**src/rtl/step_counter.sv**
```systemverilog
// Step counter for the sequential multiplier: counts add-shift / shift steps
// against a terminal count loaded at start, flags the last step and pulses done.
module step_counter #(
    parameter int WIDTH_C     = 4,
    parameter bit HOLD_AT_END = 1'b0
) (
    input  logic               clk,
    input  logic               reset,
    input  logic               start,
    input  logic [WIDTH_C-1:0] limit,
    input  logic               add_shift,
    input  logic               shift,
    input  logic               abort,
    output logic [WIDTH_C-1:0] count,
    output logic               count_check,
    output logic               busy,
    output logic               done,
    output logic               stray_step
);

    typedef enum logic {
        S_IDLE = 1'b0,
        S_RUN  = 1'b1
    } state_t;

    state_t               r_state;
    logic [WIDTH_C-1:0]   r_count;
    logic [WIDTH_C-1:0]   r_limit;
    logic                 r_done;
    logic                 r_stray;

    state_t               w_state_nx;
    logic [WIDTH_C-1:0]   w_count_nx;
    logic [WIDTH_C-1:0]   w_limit_nx;
    logic                 w_done_nx;
    logic                 w_stray_nx;
    logic                 w_step;
    logic                 w_at_limit;

    assign w_step     = add_shift | shift;
    assign w_at_limit = (r_count == r_limit);

    // State register: every piece of state updates together on the clock edge.
    always_ff @(posedge clk) begin
        if (!reset) begin
            r_state <= S_IDLE;
            r_count <= '0;
            r_limit <= '0;
            r_done  <= 1'b0;
            r_stray <= 1'b0;
        end else begin
            r_state <= w_state_nx;
            r_count <= w_count_nx;
            r_limit <= w_limit_nx;
            r_done  <= w_done_nx;
            r_stray <= w_stray_nx;
        end
    end

    // Next-state logic; abort beats start, start beats any step in the same cycle.
    always_comb begin
        w_state_nx = r_state;
        w_count_nx = r_count;
        w_limit_nx = r_limit;
        w_done_nx  = 1'b0;
        w_stray_nx = r_stray;
        if (abort) begin
            w_state_nx = S_IDLE;
            w_count_nx = '0;
        end else if (start) begin
            w_state_nx = S_RUN;
            w_count_nx = '0;
            w_limit_nx = limit;
            w_stray_nx = 1'b0;
        end else if (w_step) begin
            if (r_state == S_RUN) begin
                if (w_at_limit) begin
                    w_state_nx = S_IDLE;
                    w_count_nx = HOLD_AT_END ? r_limit : '0;
                    w_done_nx  = 1'b1;
                end else begin
                    w_count_nx = r_count + WIDTH_C'(1);
                end
            end else begin
                w_stray_nx = 1'b1;
            end
        end
    end

    // Outputs come from registered state only.
    always_comb begin
        busy        = (r_state == S_RUN);
        count       = r_count;
        done        = r_done;
        stray_step  = r_stray;
        count_check = (r_state == S_RUN) & w_at_limit;
    end

endmodule

```
**config.mk**
```make
export PLATFORM = sky130hd
export DESIGN_NAME = step_counter
export DESIGN_NICKNAME = d
export VERILOG_FILES = /design/src/rtl/step_counter.sv
export SDC_FILE = /design/constraint.sdc
export NUM_CORES = 1
export LEC_CHECK = 0
export ABC_AREA = 1
export BUFFER_PORTS_ARGS = -buffer_cell sky130_fd_sc_hd__buf_2
export CAP_MARGIN = 20
export CORE_AREA = 2 2 39 41
export CTS_CLUSTER_SIZE = 30
export DETAILED_ROUTE_END_ITERATION = 8
export DIE_AREA = 0 0 41 43
export GPL_TIMING_DRIVEN = 0
export PLACE_DENSITY = 0.66
export SETUP_SLACK_MARGIN = 0.1
export SLEW_MARGIN = 25
export SYNTH_ARGS = -nofsm -noshare
export SYNTH_HDL_FRONTEND = slang
export SYNTH_SLANG_ARGS = --single-unit
```
**constraint.sdc**
```tcl
create_clock -name clk -period 1.1 [get_ports clk]
set_input_delay 0.165 -clock clk [delete_from_list [all_inputs] [get_ports clk]]
set_output_delay 0.165 -clock clk [all_outputs]
set_load 0.02 [all_outputs]
```
Word-level counts from Yosys, hierarchy flattened
Index checks and enable logic that the tools add are counted.

operators by class
  add/sub/neg operators = 1
  multipliers = 0
  divide/modulo/power cells = 0
  $lt $le $gt $ge = 0
  equality and inequality tests = 2
  shift operators = 0
  multiplexer cells = 9
  bitwise operators = 6
  reductions and logical operators = 7

operators by type and width
  kind                 number
  $mux 1               8
  $reduce_or 5->1      1
  $add 4x1->4 const B  1
  $eq 4x4->1           1
  $mux 4               1
  $not 1->1            4
  $reduce_and 2->1     2
  $reduce_and 3->1     1
  $reduce_or 3->1      1
  $ne 2x2->1 const B   1
  $reduce_bool 2->1    1
  $reduce_or 2->1      1
  $and 1x1->1          1
  $or 1x1->1           1

storage, ports and cells
  register bits = 11
  latch bits = 0
  RAM bits = 0
  ROM bits = 0
  bits of input ports = 10
  output and inout port bits = 8
  logic and storage cells = 30
  memories = 0

Logic depth before layout (Yosys ltp)
  depth after elaboration = 5
  depth in mapped cells = 7
  mapped depth without buffers = 7

Worst setup path after synthesis
Ideal clock, no wire load.

  kind = register -> output
  start = reg r_count[0] (netlist: count[0])
  end = out count_check
  arrival time = 1.189 ns
  data required time = 0.935 ns
  setup slack = -0.254 ns
  cell stages (with the launch flop) = 7
  path buffers = 0
  path through = dfxtp_1 > inv_1 > nand2_1 > nand2_1 > nor2_2 > nand2_1 > nor2_1

on the way
  cells in the longest elaborated chain, start to end = 2

RTL lines
  what                      RTL line  source
  start: declaration        27        logic [WIDTH_C-1:0] r_count;
  start signal: assignment  53        r_count <= w_count_nx;
  $eq 4x4->1                41        assign w_at_limit = (r_count == r_limit);
  $and 1x1->1               96        count_check = (r_state == S_RUN) & w_at_limit;
  end: declaration          15        output logic count_check,

Every way passes these cells.

Worst setup path after layout
  start = reg r_count[3] (netlist: count[3])
  end = out count_check

The elaborated chain is that of the path after synthesis.

==> impl_metrics.py <==
metrics = {
    "logic_synthesis": {
        "synth_most_common_cell": "nand2_1",
        "synth_area_leaders": "dfxtp_1 41%, nand2_1 16%, inv_1 8.4%",
        "yosys_warnings": 0,
        "synth_edf_count": 0,
        "yosysUniqueCellTypes": 14,
        "syn-num-nets": 91,
        "synthCells": 80,
        "synthFlopType": "dfxtp_1",
        "synth_seq_area_share_pct": 41.0,
        "yosysTopAreaCellShare_pct": 41.0,
        "synth-seq-cells": 11,
        "syn-cell-area_um2": 537,
        "yosysTopAreaCell": "dfxtp_1",
        "ys_top_cells_by_count": "23 x nand2_1, 12 x inv_1, 11 x dfxtp_1",
        "synthArstFlopShare_pct": 0,
        "synth_area_per_cell_um2": 6.71,
    },
    "min_path": {
        "min_path_cells": 4,
        "hold_class": "in -> reg",
    },
    "power_and_ir_drop": {
        "power.ir.vdd_worst_v": 0.000545,
        "power.share.combinational_pct": 19.2,
        "p_int_mw": 0.620,
        "p_per_area_nw_per_um2": 998,
        "switching_share_pct": 27.7,
        "p_seq_share_pct": 48.2,
        "p_sw_mw": 0.238,
        "leakagePower_nw": 0.391,
        "p_clk_share_pct": 32.6,
    },
    "critical_path": {
        "required_ns": 0.94,
        "crit_path_start_kind": "flop",
        "arrival_ns": 1.24,
        "critPathMaxFanout": 4,
        "endpoint_kind": "primary output",
        "path_class": "reg -> out",
        "r2r_cells": 9,
    },
    "sta": {
        "tightest_slew_ns": 0.221,
        "fin_crit_sh_pct": 128,
        "period_minus_slack_ns": 1.40,
        "max_slew_margin_pct": 85.3,
        "setup_viol": 7,
        "fin_skew_ns": 0.000982,
        "grt_setup_unrepaired": "yes",
        "final.setup.tns_ns": -0.752,
        "max_freq_ghz": 0.712,
        "slew_violations": 0,
        "hold_viol": 0,
        "fin_ws_ns": -0.304,
        "timing.hold.ws_ns": 0.148,
    },
    "clock_network": {
        "cts_max_level": 1,
        "clock_sinks": 11,
        "clk_latency_ns": 0.27,
        "numCtsBuffers": 3,
        "path_clk_slew_ns": 0.07,
        "cts_tree": "done",
        "cts_root_buf": "clkbuf_4",
        "holdBufCountCts": 0,
        "clk_path_buf_depth": 2,
    },
    "place": {
        "post-place-ws_ns": -0.111,
        "hpwl_um": 863,
        "place_congestion": 0.720,
        "numPortBuffers": 17,
        "placed_cell_area_um2": 668,
    },
    "global_route": {
        "grt_pass1_wl_um": 2040,
        "antenna_found_initial": 0,
        "grt_max_degree": 10,
        "track_usage_pct": 17.3,
        "grt_pass1_vias": 527,
        "gr-total-overflow": 0,
    },
    "finish": {
        "multi_input_area_um2": 313,
        "post-route-util_pct": 62.2,
        "insertedDiodeCount": 0,
        "nets": 124,
        "postLayoutCellArea_um2": 861,
        "seq_area_um2": 240,
        "fillers": 130,
        "drive_gt1_share_pct": 50.9,
        "area_delta_synth_final_pct": 60.4,
    },
    "die": {
        "initial_core_util_pct": 38.8,
        "die_h_um": 43,
        "dieArea_um2": 1760,
        "ioPinCount": 18,
        "core_area_um2": 1380,
        "die_x_um": 41,
        "num_rows": 14,
    },
    "flow_run": {
        "drv_cap": 0,
    },
    "run_status": {
        "outcome": "complete, but fails checks",
        "violations": "setup timing",
    },
    "detailed_routing": {
        "finalWirelength_um": 1380,
        "post_drt_wl_per_cell_um": 10.8,
        "remaining_drc_errors": 0,
        "via_count": 608,
        "first_pass_iters": 4,
        "avgViaCountPerCell": 4.75,
        "antenna_left": 0,
        "drtIter0Drc": 6,
    },
}
worst paths after layout:
| check | from | end | slack [ns] |
|---|---|---|---|
| worst min-delay path | abort | busy$_SDFFE_PP0P_ | 0.15 |
| worst min register to register | r_limit[0]$_SDFFE_PN0P_ | r_limit[0]$_SDFFE_PN0P_ | 0.46 |
| worst max register to register | count[0]$_SDFFE_PP0P_ | count[2]$_SDFFE_PP0P_ | -0.16 |
| worst max-delay path | count[3]$_SDFFE_PP0P_ | count_check | -0.30 |
cells in the final DEF, fill, tap and decap left out:
cell	Yosys	final
xor2_1	1	1
a31oi_1	1	1
nor2_1	7	6
dfxtp_4	0	4
buf_4	0	9
nand3_1	3	1
nand3_2	0	2
dfxtp_1	11	3
inv_4	0	1
nand4_1	3	3
clkbuf_1	0	1
nand2_1	23	19
nor2_2	3	2
nand2_2	0	4
buf_2	0	12
dfxtp_2	0	4
a21oi_2	0	1
clkbuf_4	0	3
o21ai_0	5	5
nor2_4	1	3
inv_2	2	4
buf_6	0	7
ha_4	0	1
inv_1	12	9
a21oi_1	7	6
flip-flops by register name, summed over array words and instances (netlist names):
name	flops
count	4
r_limit	4
busy	1
done	1
stray_step	1
timing repair:
item,CTS,global route
cloned,0,0
buffers inserted,7,5
setup endpoints to repair,8,11
pin swaps,10,9
gates resized for setup,9,16
final cells by class:
cell class / instances / share of cell area (%)
multi-input combinational: 55 / 36.3
tap: 16 / 2.33
clock buffer: 4 / 3.05
sequential: 11 / 27.9
inverter: 14 / 6.40
timing repair buffer: 28 / 24.0
power groups by stage:
| stage | combinational, mW | clock (mW) | sequential [mW] |
|---|---|---|---|
| 2_1_floorplan | 0.0761 | 0 | 0.426 |
| 3_3_place_gp | 0.116 | 0 | 0.421 |
| 3_5_place_dp | 0.119 | 0 | 0.421 |
| 4_1_cts | 0.145 | 0.286 | 0.412 |
| 5_1_grt | 0.181 | 0.315 | 0.417 |
| 6_report | 0.165 | 0.280 | 0.414 |
metrics by stage:
| step | cells | total power [mW] |
|---|---|---|
| 2_1_floorplan | 80 | 0.502 |
| 3_3_place_gp | 113 | 0.537 |
| 3_5_place_dp | 113 | 0.540 |
| 4_1_cts | 124 | 0.843 |
| 5_1_grt | 128 | 0.913 |
| 6_report | 128 | 0.859 |
per-layer routing:
layer	GRT usage, %	routed length, um	up-vias
met5	0	0	-
met4	12.0	23	0
met2	26.9	707	20
met1	20.1	596	261
met3	3.14	56	2
li1	-	-	325
critical path, stage by stage (launching register included):
cell     delay (ns)
dfxtp_4        0.36
inv_2          0.04
nand2_1        0.04
nand2_1        0.07
nor2_2         0.14
nand2_2        0.09
nor2_4         0.11
buf_6          0.12
kinds of logic after synthesis:
family,Yosys count,share of synthesized area [%]
and+or+nand+nor,40,32.9
buffers and inverters,14,9.79
AOI/OAI and AO/OA,13,12.4
DFF,11,41.0
xor gates and xnor gates,1,1.63
adders and majority gates,1,2.33
Note: power is estimated with default switching activity, not from simulation.
